### config.mk
export PLATFORM = sky130hd
export DESIGN_NAME = match_ctrl
export DESIGN_NICKNAME = d
export VERILOG_FILES = /design/src/rtl/lianliankan_pkg.sv /design/src/rtl/match_ctrl_cursor_nav.sv /design/src/rtl/match_ctrl.sv
export SDC_FILE = /design/constraint.sdc
export NUM_CORES = 1
export LEC_CHECK = 0
export ABC_AREA = 1
export CORE_UTILIZATION = 43
export CTS_CLUSTER_SIZE = 20
export DETAILED_ROUTE_END_ITERATION = 12
export GPL_TIMING_DRIVEN = 0
export PLACE_DENSITY_LB_ADDON = 0.25
export SYNTH_ARGS = -nofsm -noshare
export SYNTH_HDL_FRONTEND = slang
export SYNTH_SLANG_ARGS = --single-unit
### constraint.sdc
create_clock -name clk -period 3.3 [get_ports clk]
set_input_delay 0.495 -clock clk [delete_from_list [all_inputs] [get_ports clk]]
set_output_delay 0.495 -clock clk [all_outputs]
set_load 0.02 [all_outputs]
### src/rtl/lianliankan_pkg.sv
// Shared grid constants and controller state/result types for the
// card-matching game.
package lianliankan_pkg;

    localparam int ROWS   = 6;
    localparam int COLS   = 6;
    localparam int N      = ROWS * COLS;
    localparam int FACE_W = 4;

    // Controller phases: picking two cards, then resolving the pair.
    typedef enum logic [2:0] {
        IDLE,
        ONE,
        WAIT,
        CMP,
        HOLD,
        RES_A,
        RES_B,
        DONE
    } state_t;

    typedef enum logic {
        MATCH,
        MISMATCH
    } result_t;

endpackage

### src/rtl/match_ctrl_cursor_nav.sv
// Cursor navigation: row/column registers with per-axis wrap, fixed move
// priority (up > dn > lt > rt), and linear index / one-hot decode.
module cursor_nav
    import lianliankan_pkg::*;
#(
    parameter int ROWS  = lianliankan_pkg::ROWS,
    parameter int COLS  = lianliankan_pkg::COLS,
    parameter int IDX_W = 6
) (
    input  logic                   clk,
    input  logic                   rst,
    input  logic                   i_en,
    input  logic                   i_up,
    input  logic                   i_dn,
    input  logic                   i_lt,
    input  logic                   i_rt,
    output logic [IDX_W-1:0]       o_idx,
    output logic [ROWS*COLS-1:0]   o_onehot
);

    localparam int N  = ROWS * COLS;
    localparam int RW = (ROWS > 1) ? $clog2(ROWS) : 1;
    localparam int CW = (COLS > 1) ? $clog2(COLS) : 1;
    localparam logic [RW-1:0] ROW_MAX = RW'(ROWS - 1);
    localparam logic [CW-1:0] COL_MAX = CW'(COLS - 1);
    localparam logic [N-1:0]  ONE_N   = N'(1);

    logic [RW-1:0] r_row;
    logic [CW-1:0] r_col;

    // Apply at most one move per cycle, wrapping at grid edges.
    always_ff @(posedge clk or posedge rst) begin
        if (rst) begin
            r_row <= '0;
            r_col <= '0;
        end else if (i_en) begin
            if (i_up)
                r_row <= (r_row == '0) ? ROW_MAX : r_row - 1'b1;
            else if (i_dn)
                r_row <= (r_row == ROW_MAX) ? '0 : r_row + 1'b1;
            else if (i_lt)
                r_col <= (r_col == '0) ? COL_MAX : r_col - 1'b1;
            else if (i_rt)
                r_col <= (r_col == COL_MAX) ? '0 : r_col + 1'b1;
        end
    end

    // Linear index = row*COLS + col, then decode to one-hot.
    always_comb begin
        o_idx    = IDX_W'(int'(r_row) * COLS + int'(r_col));
        o_onehot = ONE_N << o_idx;
    end

endmodule

### src/rtl/match_ctrl.sv
// Match game controller: cursor/select handling, pair comparison, and
// per-card match/mismatch strobes with score and game-over tracking.
// Optional MISMATCH_HOLD_EN adds a HOLD phase so a mismatched pair stays
// visible for HOLD_CYCLES before the mismatch strobes go out.
module match_ctrl
    import lianliankan_pkg::*;
#(
    parameter int ROWS        = lianliankan_pkg::ROWS,
    parameter int COLS        = lianliankan_pkg::COLS,
    parameter int FACE_W      = lianliankan_pkg::FACE_W,
    parameter int HOLD_CYCLES = 25_000_000
) (
    input  logic                          clk,
    input  logic                          rst,
    input  logic                          btn_up,
    input  logic                          btn_dn,
    input  logic                          btn_lt,
    input  logic                          btn_rt,
    input  logic                          btn_sel,
    input  logic [ROWS*COLS*FACE_W-1:0]   face_bus,
    input  logic [ROWS*COLS-1:0]          sel_bus,
    input  logic [ROWS*COLS-1:0]          hidden_bus,
    output logic [ROWS*COLS-1:0]          cur_bus,
    output logic                          s,
    output logic                          mf,
    output logic                          ms,
    output logic [4:0]                    score,
    output logic                          game_over
);

    localparam int N     = ROWS * COLS;
    localparam int IDX_W = (N > 1) ? $clog2(N) : 1;
    localparam logic [4:0]   SCORE_MAX = 5'(N / 2);
    localparam logic [N-1:0] ONE_N     = N'(1);

    state_t            r_state, w_state_nxt;
    result_t           r_result, w_result_nxt;
    logic [IDX_W-1:0]  r_idx_a, r_idx_b;
    logic [IDX_W-1:0]  w_cur_idx;
    logic [N-1:0]      w_cur_oh;
    logic              r_s, r_ms, r_mf, r_go;
    logic [4:0]        r_score;
    logic              w_btn_en, w_elig, w_face_eq, w_res_nxt;

`ifdef MISMATCH_HOLD_EN
    localparam int HCW = (HOLD_CYCLES > 1) ? $clog2(HOLD_CYCLES) : 1;
    logic [HCW-1:0] r_hold_cnt;
`else
    logic w_unused_hold;
    assign w_unused_hold = ^HOLD_CYCLES;
`endif

    cursor_nav #(
        .ROWS  (ROWS),
        .COLS  (COLS),
        .IDX_W (IDX_W)
    ) u_nav (
        .clk      (clk),
        .rst      (rst),
        .i_en     (w_btn_en),
        .i_up     (btn_up),
        .i_dn     (btn_dn),
        .i_lt     (btn_lt),
        .i_rt     (btn_rt),
        .o_idx    (w_cur_idx),
        .o_onehot (w_cur_oh)
    );

    // Buttons count only while picking and before the game has ended.
    always_comb begin
        w_btn_en  = ((r_state == IDLE) || (r_state == ONE)) && !r_go;
        w_elig    = w_btn_en && btn_sel && !hidden_bus[w_cur_idx] && !sel_bus[w_cur_idx];
        w_face_eq = (face_bus[r_idx_a*FACE_W +: FACE_W] == face_bus[r_idx_b*FACE_W +: FACE_W]);
    end

    // Next-state and result decision.
    always_comb begin
        w_state_nxt  = r_state;
        w_result_nxt = r_result;
        case (r_state)
            IDLE:  if (w_elig) w_state_nxt = ONE;
            ONE:   if (w_elig) w_state_nxt = WAIT;
            WAIT:  w_state_nxt = CMP;
            CMP: begin
                if (w_face_eq) begin
                    w_result_nxt = MATCH;
                    w_state_nxt  = RES_A;
                end else begin
                    w_result_nxt = MISMATCH;
`ifdef MISMATCH_HOLD_EN
                    w_state_nxt  = HOLD;
`else
                    w_state_nxt  = RES_A;
`endif
                end
            end
`ifdef MISMATCH_HOLD_EN
            HOLD:  if (r_hold_cnt == '0) w_state_nxt = RES_A;
`endif
            RES_A: w_state_nxt = RES_B;
            RES_B: w_state_nxt = DONE;
            DONE:  w_state_nxt = IDLE;
            default: w_state_nxt = IDLE;
        endcase
        w_res_nxt = (w_state_nxt == RES_A) || (w_state_nxt == RES_B);
    end

    // State and result registers.
    always_ff @(posedge clk or posedge rst) begin
        if (rst) begin
            r_state  <= IDLE;
            r_result <= MATCH;
        end else begin
            r_state  <= w_state_nxt;
            r_result <= w_result_nxt;
        end
    end

`ifdef MISMATCH_HOLD_EN
    // Mismatch display delay: load on entry to HOLD, count down to zero.
    always_ff @(posedge clk or posedge rst) begin
        if (rst)
            r_hold_cnt <= '0;
        else if ((r_state == CMP) && (w_state_nxt == HOLD))
            r_hold_cnt <= HCW'(HOLD_CYCLES - 1);
        else if ((r_state == HOLD) && (r_hold_cnt != '0))
            r_hold_cnt <= r_hold_cnt - 1'b1;
    end
`endif

    // Latch the picked card indices; the select uses the pre-move cursor.
    always_ff @(posedge clk or posedge rst) begin
        if (rst) begin
            r_idx_a <= '0;
            r_idx_b <= '0;
        end else if (w_elig) begin
            if (r_state == IDLE) r_idx_a <= w_cur_idx;
            else                 r_idx_b <= w_cur_idx;
        end
    end

    // Registered one-cycle strobes; ms/mf line up with the RES_A/RES_B address.
    always_ff @(posedge clk or posedge rst) begin
        if (rst) begin
            r_s  <= 1'b0;
            r_ms <= 1'b0;
            r_mf <= 1'b0;
        end else begin
            r_s  <= w_elig;
            r_ms <= w_res_nxt && (w_result_nxt == MATCH);
            r_mf <= w_res_nxt && (w_result_nxt == MISMATCH);
        end
    end

    // Score bumps once per matched pair as the resolution retires; sticky game-over.
    always_ff @(posedge clk or posedge rst) begin
        if (rst) begin
            r_score <= '0;
            r_go    <= 1'b0;
        end else begin
            if ((r_state == DONE) && (r_result == MATCH) && (r_score < SCORE_MAX))
                r_score <= r_score + 1'b1;
            r_go <= r_go | (&hidden_bus);
        end
    end

    // Card address: resolved card during RES_A/RES_B, otherwise the cursor.
    always_comb begin
        case (r_state)
            RES_A:   cur_bus = ONE_N << r_idx_a;
            RES_B:   cur_bus = ONE_N << r_idx_b;
            default: cur_bus = w_cur_oh;
        endcase
        s         = r_s;
        ms        = r_ms;
        mf        = r_mf;
        score     = r_score;
        game_over = r_go;
    end

endmodule

# --- Yosys cells after proc, flatten, opt, wreduce, memory -nomap -nowiden ---
# Cells that the tools add are included.
totals:
  inputBits: 223
  wordCells: 83
  reg_bits: 31
  out_inout_bits: 45
op_classes:
  n_mux: 18
  n_mul: 1
  n_addsub: 6
  magnitude_cmp: 2
  n_reduce_logical: 23
  n_shift: 5
  n_bitwise: 6
  eq_ne: 11
op_table:
  columns: ["cell", "count"]
  rows:
  - ["$shiftx 144x9->4", 2]
  - ["$shl 1x6->36 const A", 3]
  - ["$pmux 36 s2", 1]
  - ["$reduce_and 36->1", 1]
  - ["$mux 3", 10]
  - ["$eq 3x3->1 const B", 7]
  - ["$pmux 3 s6", 1]
  - ["$bmux 1 s6", 2]
  - ["$logic_not 3->1", 3]
  - ["$logic_and 1x1->1", 8]
  - ["$lt 6x7->1 const B", 1]
  - ["$add 3x1->3 const B", 2]
  - ["$add 6x4->6", 1]
  - ["$eq 3x2->1 const B", 2]
  - ["$reduce_and 2->1", 3]
  - ["$sub 3x1->3 const B", 2]
  - ["$add 5x1->5 const B", 1]
  - ["$lt 5x5->1 const B", 1]
  - ["$mul 3x2->5 const B", 1]
  - ["$not 1->1", 5]
  - ["$eq 4x4->1", 1]
  - ["$mux 1", 4]
  - ["$reduce_and 4->1", 1]
  - ["$reduce_bool 2->1", 2]
  - ["4 further kinds", 7]

# --- Logic depth before layout (Yosys ltp) ---
depth:
  word_depth: 12
  mapped_depth: 18
  depth_no_buf: 16

# --- By module ---
# From an unflattened synthesis, not the netlist that was laid out.
unflattened:
  cells_unflattened: 1237
  area_unflattened_um2: 6384.9
by_module_without_submodules:
  columns: ["module", "area_per_inst_um2", "seq_area_each_um2", "instances", "cells_per_inst"]
  rows:
  - ["match_ctrl", 5301.3, 625.6, 1, 1054]
  - ["cursor_nav", 1083.5, 150.1, 1, 183]

# --- Least setup slack after synthesis ---
# No wires, ideal clock.
synth_timing:
  kind: "reg-to-output"
  startpoint: "register u_nav.r_row[1]"
  endpoint: "output cur_bus[16]"
  setup_slack_ns: 0.201
  path_stages_with_launch: 15
  n_path_buf: 2
  arrival_time_ns: 2.604
  required_ns: 2.805
  path_cell_list: "dfrtp_1 -> inv_1 -> ha_1 -> inv_1 -> fa_1 -> nor2_1 -> nand2_2 -> xnor2_4 -> inv_2 -> a21oi_2 -> inv_1 -> or2_1 -> buf_6 -> buf_6 -> nor2_1"
synth_via:
  elab_chain_len: 4
synth_rtl:
  columns: ["item", "line", "source"]
  rows:
  - ["from (decl)", "match_ctrl_cursor_nav.sv:28", "logic [RW-1:0] r_row;"]
  - ["from (signal assigned)", "match_ctrl_cursor_nav.sv:38", "r_row <= (r_row == '0) ? ROW_MAX : r_row - 1'b1;"]
  - ["from (signal assigned)", "match_ctrl_cursor_nav.sv:40", "r_row <= (r_row == ROW_MAX) ? '0 : r_row + 1'b1;"]
  - ["$mul 3x2->5", "match_ctrl_cursor_nav.sv:50", "o_idx = IDX_W'(int'(r_row) * COLS + int'(r_col));"]
  - ["$add 6x4->6", "match_ctrl_cursor_nav.sv:50", null]
  - ["$shl 1x6->36", "match_ctrl_cursor_nav.sv:51", "o_onehot = ONE_N << o_idx;"]
  - ["$pmux 36 s2", "match_ctrl.sv:169", "case (r_state)"]
  - ["to (decl)", "match_ctrl.sv:23", "output logic [ROWS*COLS-1:0] cur_bus,"]
# No other way between the ends.

# --- Worst setup path after layout ---
layout_timing:
  startpoint: "register u_nav.r_row[0]"
  endpoint: "output cur_bus[21]"
# Same word-level chain as after synthesis.

==> qor.txt <==
Status - finished, violations left
Failing checks - negative setup slack
Worst r2r path cells - 14
Site Rows - 41
Share of cells above drive strength 1 - 13.7%
Worst Path Arrival - 2.91 ns
Net Sw Power - 0.686 mW
Peak Freq - 0.294 GHz
Max incr delay on CP - 0.42 ns
Clock Pin Slew Worst Setup and Hold Paths - 0.05 ns
Residual DRC - 0
Fillers - 1157
CTS tree - yes
Cell repeated most along the worst path - inv_2
CP delay by family, top - buffers and inverters
Crit share post-route - 103%
RSZ-0062 raised after global routing - true
I/O pin cnt - 268
First-pass GRT wire length - 40400 um
CP max FO - 8
Setup Skew - 0.00194 ns
Crit path launch type - flip-flop
Peak VDD IR - 0.215 mV
Antenna Nets Post-Route - 0
Overall via count from detail_route - 8692
Combinational power share - 55.8%
Vias in the first global route - 8372
Synthesized Nets - 1265
WP data required - 2.80 ns
Layout area overhead - 60.8%
Dpl ws - -0.770 ns
MaxCap Viol Count - 0
Total internal power - 1.20 mW
Root buf cell - clkbuf_16
Nets@finish - 1559
Worst-Margin Slew - 1.17 ns
Hold slack - 0.509 ns
Buffers on Ports - 267
Static leakage - 3.84 nW
Final-report setup violation count - 17
RD Place Congestion - 1.02
Kind of critical path - flip-flop to primary output
Gate Count Post-Synth - 1030
Warnings, synthesis - 0
HP Class - flip-flop to flip-flop
Vias/cell - 5.81
WP buf/inv - 7
#FFs+latches synth - 31
Hold-critical path depth - 2
Core Footprint - 12700 um^2
Ant. Diodes - 0
Drt pass-1 iters - 8
Clock share of power - 23.3%
Mean Syn Cell Area - 5.44 um^2
Final Non-Filler Cells - 1497
Initial Util - 44.2%
Cts bufs inserted - 5
Fin. Hold Viols - 0
CP Depth - 15
CTS H-tree depth - 2
Worst path cell trace - inv_2 -> ha_4 -> inv_2 -> fa_2 -> nor2_2 -> nand2_2 -> xnor2_4 -> inv_2 -> a21oi_4 -> inv_2 -> or2_1 -> buf_6 -> buf_4 -> nor2_4 -> buf_6
Congestion Overflow GR - 0
Sequential element share of the synthesized area - 13.8%
Full die area - 13500 um^2
Power per cell area - 209 nW/um^2
Yosys cell types - 45
Final wirelength - 27300 um
Sw Share - 36.5%
Skew-Pair Late Insertion Delay - 0.28 ns
DP HPWL - 20100 um
Relative slew slack - 21.8%
Wire per inst - 18.2 um
Pins Over Slew Limit - 0
TNS Setup - -1.32 ns
Die width - 116 um
Post-route setup slack - -0.106 ns
Tmin final - 3.41 ns
Clock tree buffer depth - 2
Pin count of the biggest net entering global routing - 32
Initial antenna violation count - 0
Pwr Total - 1.88 mW
Die Span Y - 116 um
CTS Sinks - 31
Post-Syn Area - 5600 um^2
Highest-delay cell along the critical path - dfrtp_2
Total track usage - 38.9%
Flop pwr share - 20.9%
Initial DRC count - 1061
Placed cells - 1469
Critical path capture point type - primary output
## Yosys cell counts, drive strengths merged
| master | count | share of area (%) |
|---|---|---|
| nand2 | 274 | 18 |
| nand3 | 131 | 12 |
| nor2 | 124 | 8.6 |
| inv | 117 | 7.8 |
| o21ai | 88 | 7.9 |
| a21oi | 61 | 5.6 |
| o211ai | 53 | 7.1 |
| buf | 52 | 5.3 |
| dfrtp | 31 | 14 |
| nor3 | 23 | 2.1 |
| clkbuf | 12 | 0.80 |
| nand4 | 11 | 1.2 |
| ha | 10 | 2.2 |
| o31ai | 10 | 1.3 |
| or2 | 8 | 0.89 |
| o22ai | 4 | 0.45 |
| xnor2 | 4 | 1.2 |
| o221ai | 3 | 0.47 |
| fa | 2 | 0.71 |
| nor4 | 2 | 0.22 |
| xor2 | 2 | 0.31 |
| a21boi | 1 | 0.13 |
| a31o | 1 | 0.16 |
| a31oi | 1 | 0.11 |
| clkinv | 1 | 0.067 |
| mux2 | 1 | 0.20 |
| nor3b | 1 | 0.22 |
| o311ai | 1 | 0.16 |
| o32ai | 1 | 0.16 |
## what timing repair did
item / in CTS / in global routing
buffers inserted: 10 / 9
pin swaps: 9 / 23
hold buffers: 0 / 0
gates resized for setup: 173 / 61
gates cloned: 0 / 2
setup endpoints to repair: 36 / 36
## registers in the layout (all words and copies together) (netlist names)
signal	flops
r_idx_a	6
r_idx_b	6
score	5
r_state	3
u_nav.r_col	3
u_nav.r_row	3
game_over	1
mf	1
ms	1
r_result	1
s	1
## power by group through the flow
stage | logic (mW) | registers, mW | clock network [mW]
2_1_floorplan | 0.381 | 0.397 | 0
3_3_place_gp | 0.808 | 0.397 | 0
3_5_place_dp | 0.815 | 0.397 | 0
4_1_cts | 0.911 | 0.392 | 0.433
5_1_grt | 1.12 | 0.393 | 0.460
6_report | 1.05 | 0.393 | 0.439
## routing by layer
| metal | part of all wire (%) | GRT usage, % | wire length [um] |
|---|---|---|---|
| met2 | 47 | 67.7 | 12700 |
| met3 | 11 | 6.43 | 3020 |
| met5 | 0 | 0 | 0 |
| met4 | 5.7 | 25.9 | 1560 |
| met1 | 36 | 44.0 | 9950 |
## stage by stage
step / instance area [um^2] / utilization [%]
after floorplan: 5600 / -
after global placement: 8490 / 67.0
after detailed placement: 8490 / 67.0
after CTS: 8800 / 69.5
after global routing: 9010 / 71.1
final: 9010 / 71.1
## cell families after synthesis
group           count (synthesis)  share of synthesized area [%]
buf+inv                       182                           14.0
fa+ha+maj                      12                           2.95
compound gates                224                           23.6
simple gates                  574                           43.9
flops                          31                           13.8
xor+xnor                        6                           1.54
mux                             1                          0.201
## cells in the final DEF, fill, tap and decap left out, drive strengths merged, types with 2 or more instances in the layout
| master | instances |
|---|---|
| nand2 | 274 |
| clkdlybuf4s50 | 231 |
| nand3 | 131 |
| nor2 | 124 |
| inv | 117 |
| buf | 94 |
| o21ai | 88 |
| a21oi | 62 |
| o211ai | 53 |
| dfrtp | 31 |
| clkbuf | 28 |
| nor3 | 23 |
| nand4 | 11 |
| o31ai | 10 |
| ha | 10 |
| or2 | 8 |
| o22ai | 4 |
| clkdlybuf4s15 | 4 |
| xnor2 | 4 |
| o221ai | 3 |
| nor4 | 2 |
| fa | 2 |
| xor2 | 2 |
## path summary, 6_finish.rpt
| check | startpoint | to | slack [ns] |
|---|---|---|---|
| worst max-delay path | u_nav.r_row[0] | cur_bus[21] | -0.11 |
| worst min-delay path | r_idx_b[5] | r_idx_b[5] | 0.51 |
| worst max register to register | u_nav.r_row[1] | r_idx_a[3] | 0.35 |
| worst min register to register | r_idx_b[5] | r_idx_b[5] | 0.51 |
| max in group asynchronous | rst | u_nav.r_row[0] | 1.69 |
| min in group asynchronous | rst | score[3] | 0.83 |
## tightest hold or removal path: stages (launching register included)
cell and delay, ns:
dfrtp_1 0.34, nand2_1 0.06, o21ai_0 0.07
## cell type report
cell class                      instances  area (um^2)  share of cell area, %
Tap cell                              172          215                   2.39
Clock inverter                          1         5.00                 0.0555
Clock buffer                            7          133                   1.47
Sequential cell                        31          778                   8.63
Buffer                                 63          350                   3.89
Inverter                              118          452                   5.01
Multi-Input combinational cell        818         4290                   47.6
Timing Repair Buffer                  287         2790                   30.9
(Power assumes the default switching activity.)
